**src/rtl/uart_apb_master.sv**
```systemverilog
// uart_apb_master: valid/ready request to APB SETUP/ACCESS initiator.
// Handles PREADY wait states and aborts stalled transfers with a timeout.
module uart_apb_master #(
    parameter int ADDR_W  = 8,
    parameter int DATA_W  = 32,
    parameter int TIMEOUT = 255
) (
    input  logic              PCLK,
    input  logic              PRESETn,
    input  logic              req_valid,
    output logic              req_ready,
    input  logic              req_write,
    input  logic [ADDR_W-1:0] req_addr,
    input  logic [DATA_W-1:0] req_wdata,
    output logic              rsp_valid,
    output logic [DATA_W-1:0] rsp_rdata,
    output logic              rsp_timeout,
    output logic              PSEL,
    output logic              PENABLE,
    output logic              PWRITE,
    output logic [ADDR_W-1:0] PADDR,
    output logic [DATA_W-1:0] PWDATA,
    input  logic [DATA_W-1:0] PRDATA,
    input  logic              PREADY
);

    localparam int CW = (TIMEOUT == 0) ? 1 : $clog2(TIMEOUT + 1);
    localparam logic [CW:0] TO_V = (CW + 1)'(TIMEOUT);

    typedef enum logic [1:0] {
        IDLE,
        SETUP,
        ACCESS,
        RESP
    } state_t;

    state_t        state;
    logic [CW-1:0] cnt;
    logic [CW:0]   cnt_inc;

    // Ready depends on state only, never on req_valid.
    assign req_ready = (state == IDLE);

    // Wait-cycle count including the current low-PREADY cycle.
    assign cnt_inc = {1'b0, cnt} + (CW + 1)'(1);

    // Transfer sequencer with registered APB and response outputs.
    always_ff @(posedge PCLK or negedge PRESETn) begin
        if (!PRESETn) begin
            state       <= IDLE;
            PSEL        <= 1'b0;
            PENABLE     <= 1'b0;
            PWRITE      <= 1'b0;
            PADDR       <= '0;
            PWDATA      <= '0;
            rsp_valid   <= 1'b0;
            rsp_rdata   <= '0;
            rsp_timeout <= 1'b0;
            cnt         <= '0;
        end else begin
            rsp_valid <= 1'b0;
            unique case (state)
                IDLE: begin
                    if (req_valid) begin
                        PWRITE <= req_write;
                        PADDR  <= req_addr;
                        PWDATA <= req_wdata;
                        PSEL   <= 1'b1;
                        state  <= SETUP;
                    end
                end
                SETUP: begin
                    PENABLE <= 1'b1;
                    cnt     <= '0;
                    state   <= ACCESS;
                end
                ACCESS: begin
                    if (PREADY) begin
                        rsp_rdata   <= PWRITE ? '0 : PRDATA;
                        rsp_timeout <= 1'b0;
                        rsp_valid   <= 1'b1;
                        PSEL        <= 1'b0;
                        PENABLE     <= 1'b0;
                        state       <= RESP;
                    end else begin
                        cnt <= cnt_inc[CW-1:0];
                        if (TIMEOUT != 0 && cnt_inc == TO_V) begin
                            rsp_rdata   <= '0;
                            rsp_timeout <= 1'b1;
                            rsp_valid   <= 1'b1;
                            PSEL        <= 1'b0;
                            PENABLE     <= 1'b0;
                            state       <= RESP;
                        end
                    end
                end
                RESP: begin
                    state <= IDLE;
                end
                default: begin
                    state <= IDLE;
                end
            endcase
        end
    end

endmodule

```
**config.mk**
```make
export PLATFORM = sky130hd
export DESIGN_NAME = uart_apb_master
export DESIGN_NICKNAME = d
export VERILOG_FILES = /design/src/rtl/uart_apb_master.sv
export SDC_FILE = /design/constraint.sdc
export NUM_CORES = 1
export LEC_CHECK = 0
export ABC_AREA = 1
export CAP_MARGIN = 20
export CORE_MARGIN = 1.5
export CORE_UTILIZATION = 42
export CTS_CLUSTER_DIAMETER = 50
export DETAILED_ROUTE_END_ITERATION = 6
export PLACE_DENSITY = 0.8
export SETUP_SLACK_MARGIN = 0.02
export SYNTH_ARGS = -nofsm -noshare
export SYNTH_HDL_FRONTEND = slang
export SYNTH_SLANG_ARGS = --single-unit
```
**constraint.sdc**
```tcl
create_clock -name PCLK -period 2.6 [get_ports PCLK]
set_clock_uncertainty 0.2 [all_clocks]
set_input_delay 0.65 -clock PCLK [delete_from_list [all_inputs] [get_ports PCLK]]
set_output_delay 0.65 -clock PCLK [all_outputs]
set_load 0.05 [all_outputs]
```
# After elaboration in Yosys (flattened, before gate mapping)
# Cells that the tools add are included.
[word_totals]
regBits = 87
inputBits = 77
output_inout_bits = 78
elab_cells = 47
[op_classes]
n_addsub = 1
eq_ne = 7
n_mux = 19
n_reduce_logical = 10
[ops]
columns = ["operator", "count"]
rows = [
  ["2-to-1 mux 32 bit", 3],
  ["case mux 8 bit (2 select lines)", 1],
  ["AND reduction 2 bit", 5],
  ["adder 8 x 1 -> 9 bit, second input constant", 1],
  ["== test 9 x 8 -> 1 bit, second input constant", 1],
  ["2-to-1 mux 1 bit", 8],
  ["2-to-1 mux 8 bit", 1],
  ["case mux 2 bit (4 select lines)", 1],
  ["2-to-1 mux 2 bit", 3],
  ["nonzero test 2 bit", 3],
  ["== test 2 bit, second input constant", 2],
  ["inequality test 2 bit, second input constant", 2],
  ["case mux 1 bit (2 select lines)", 2],
  ["inequality test 3 bit, second input constant", 1],
  ["AND reduction 3 bit", 1],
  ["== test 2 x 1 -> 1 bit, second input constant", 1],
  ["zero test 2 bit", 1],
]

# Logic depth before layout (Yosys ltp)
[logic_depth]
word_depth = 5
depth_mapped = 12
mapped_depth_nobuf = 10

# Least setup slack after synthesis
# OpenSTA, ideal clock, no wires.
[synth_timing]
kind = "reg2reg"
startpoint = "reg state[0]"
endpoint = "reg PWRITE"
setup_ps = 66
arrival_time_ps = 1680
required_ps = 2334
path_slack_ps = 654
stages_incl_launch_ff = 8
n_path_buf = 1
synth_period_minus_slack_ps = 1946
cell_sequence = "dfrtp_1 inv_1 ha_1 nand2_1 clkinv_1 clkbuf_1 nand2_1 nand2_1"
[synth_via]
elab_chain_len = 2
[synth_rtl]
columns = ["element", "line", "rtl"]
rows = [
  ["start: declaration", "37", "state_t state;"],
  ["start signal: assignment", "50", "state <= IDLE;"],
  ["start signal: assignment", "69", "state <= SETUP;"],
  ["start signal: assignment", "75", "state <= ACCESS;"],
  ["zero test 2 bit", "-", ""],
  ["via req_ready", "11", "output logic req_ready,"],
  ["AND reduction 2 bit (no source line)", "-", ""],
  ["end signal: assignment", "65", "PWRITE <= req_write;"],
  ["end: declaration", "20", "output logic PWRITE,"],
]
# The timed path passes the listed nets, and every way through them passes these cells.
# A chain may end at the register's enable or synchronous reset.

# Final worst setup path
[layout_timing]
startpoint = "reg PWRITE"
endpoint = "out PWRITE"
# No word-level cell between the ends.

==> impl_metrics.json <==
{
  "synthCells": 412,
  "cp_slowest_cell": "clkdlybuf4s50_1",
  "vias": 3251,
  "clockBufferDepth": 2,
  "cp.arrival_ns": 1.61,
  "synth_top_cell_by_area": "dfrtp_1",
  "layout.cells.non_filler": 676,
  "track_usage_pct": 20.3,
  "postCtsSetupRepairBufs": 0,
  "worst-path-buf-inv": 1,
  "worst_path_dominant_cell_family": "buffers and inverters",
  "fillCellCount": 683,
  "ys.flop_type": "dfrtp_1",
  "finalSetupTns_ns": 0,
  "dpl.hpwl_um": 6530,
  "cp-start-kind": "flip-flop",
  "io_buffer_count": 154,
  "antenna_found_initial": 0,
  "first_global_vias": 3179,
  "yosysMostFrequentCell": "nand2_1",
  "fin_crit_ns": 2.46,
  "seqCellArea_um2": 2180,
  "cap_violations": 0,
  "worstPathMaxFanout": 3,
  "syn_nets": 494,
  "die_w_um": 95.5,
  "antenna_cells": 0,
  "clkLatencyLatePin_ns": 0.36,
  "drt-initial-drc-count": 185,
  "root_buffer": "clkbuf_8",
  "post-route-drc-count": 0,
  "async_reset_ff_share_pct": 100,
  "nNetsFinal": 648,
  "finalPower_w": 0.00728,
  "hold_viol": 0,
  "worstPathCellList": "clkdlybuf4s50_1",
  "setup_viol": 0,
  "critPathMaxStageDelay_ns": 0.84,
  "synth.mux.area_fraction_pct": 0,
  "synth_xor_area_share_pct": 0,
  "synth_top_cells_by_area": "dfrtp_1 (61%), nand2_1 (23%), o21ai_0 (3.5%)",
  "die_area_um2": 9110,
  "ir_worst_vdd_uv": 830,
  "drive_gt1_share_pct": 6.83,
  "h-tree-depth": 3,
  "synth_adder_area_share_pct": 1.74,
  "firstDrtPassIters": 4,
  "fmax_mhz": 407,
  "ant_nets": 0,
  "finalMaxSlewViolations": 0,
  "pwr_density_cell_nw_per_um2": 1330,
  "grt_max_degree": 69,
  "pin_count": 155,
  "grt_pass1_wl_um": 14200,
  "gp_congestion": 0.897,
  "synth_edf_count": 0,
  "cts_sinks": 87,
  "timing.final.ws_setup_ns": 0.140,
  "relSlewSlack_pct": 64.1,
  "synth_seq_cells": 87,
  "start_util_pct": 43.5,
  "worst_pin_slew_ns": 0.538,
  "wirelength_um": 9000,
  "syn_to_final_growth_pct": 52.1,
  "fp-row-count": 33,
  "synth_top_area_share_pct": 60.6,
  "routed_via_density": 4.81,
  "multi_input_area_um2": 1270,
  "post_synth_num_cell_types": 21,
  "rsz0062_at_grt": "no",
  "core-area_um2": 8260,
  "whs_ns": 0.0787,
  "end_kind": "primary output",
  "path_class": "flip-flop to primary output",
  "path_clk_slew_ns": 0.09,
  "period_share_pct": 94.6,
  "ctsResizeCount": 0,
  "tritoncts": "yes",
  "routedWlPerCell_um": 13.3,
  "syn_area_per_cell_um2": 8.71,
  "hp-class": "primary input to async pin",
  "synth.top_cells.by_count": "nand2_1 (221), dfrtp_1 (87), o21ai_0 (25), clkbuf_1 (13), inv_1 (13)",
  "cts-buffers-inserted": 9,
  "cts-hold-fix-buffers": 0,
  "dp_slack_ns": 0.434,
  "synth_top_family_by_area": "simple AND/OR/NAND/NOR gates",
  "die_h_um": 95.5,
  "cp_data_required_time_ns": 1.75,
  "netlist_area_um2": 3590,
  "ys_seq_area_share_pct": 60.6,
  "gr-total-overflow": 0,
  "synth-simple-area-share_pct": 26.4,
  "outcome": "finished, final reports clean",
  "yosysWarnings": 0,
  "power_leakage_nw": 2.57,
  "placedCellCount": 660,
  "synth-compound-area-share_pct": 7.18
}
[state kept, by name, indices dropped and copies added (netlist names)]
signal / cells
PWRITE: 1
rsp_valid: 1
rsp_timeout: 1
PENABLE: 1
PADDR: 8
state: 2
PWDATA: 32
PSEL: 1
cnt: 8
rsp_rdata: 32
[cell families after synthesis]
kind of cell | count (synthesis)
adders and majority gates | 5
buffers and inverters | 32
AOI/OAI and AO/OA | 43
DFF | 87
and+or+nand+nor | 245
[per-layer routing]
layer	vias up	share of wire, %	routed length [µm]	GRT usage (%)
li1	1587	-	-	-
met1	1496	42	3790	24.9
met2	151	45	4020	31.7
met3	17	11	1030	9.01
met4	0	1.9	168	7.48
met5	-	0	0	0
[area by class of cell]
class	count	share of cell area, %
flip-flops and latches	87	39.9
repair buffers	161	29.8
multi-input cells	293	23.3
well taps	105	2.41
clock buffers	9	2.27
clock inverters	7	1.44
inverters	14	0.962
[report_power, final]
| group | internal [W] | leakage [nW] | total (W) | switching (W) |
|---|---|---|---|---|
| sequential | 0.00189 | 1.12 | 0.00220 | 0.000316 |
| combinational | 0.00133 | 1.34 | 0.00411 | 0.00278 |
| clock | 0.000456 | 0.105 | 0.000967 | 0.000511 |
| total | 0.00367 | 2.57 | 0.00728 | 0.00360 |
[final timing paths]
| kind | from | endpoint | slack [ns] | cells past startpoint |
|---|---|---|---|---|
| min | PRESETn | rsp_rdata[8] | 0.08 | 1 |
| max | PWRITE | PWRITE | 0.14 | 1 |
| max in group asynchronous | PRESETn | PENABLE | 1.50 | 2 |
| min in group PCLK | PENABLE | PENABLE | 0.29 | 2 |
| min reg2reg | PENABLE | PENABLE | 0.29 | 2 |
| max reg2reg | cnt[1] | rsp_rdata[2] | 0.44 | 9 |
[cell usage in the layout, fill, tap and decap left out, types with 5 or more instances in the layout]
cell type	Yosys	final
o21ai_2	10	10
nand2_1	221	221
buf_4	0	6
o21ai_0	25	25
clkdlybuf4s50_1	0	152
nor2_1	9	8
nand3_1	8	8
inv_1	13	13
ha_1	5	5
dfrtp_1	87	87
clkbuf_8	0	9
[stage by stage]
stage / utilization, % / instance area, µm²
after floorplan: - / 3590
after global placement: 63.7 / 5260
after detailed placement: 63.7 / 5260
after CTS: 66.1 / 5460
after global routing: 66.1 / 5460
final: 66.1 / 5460
(Power assumes the default switching activity.)
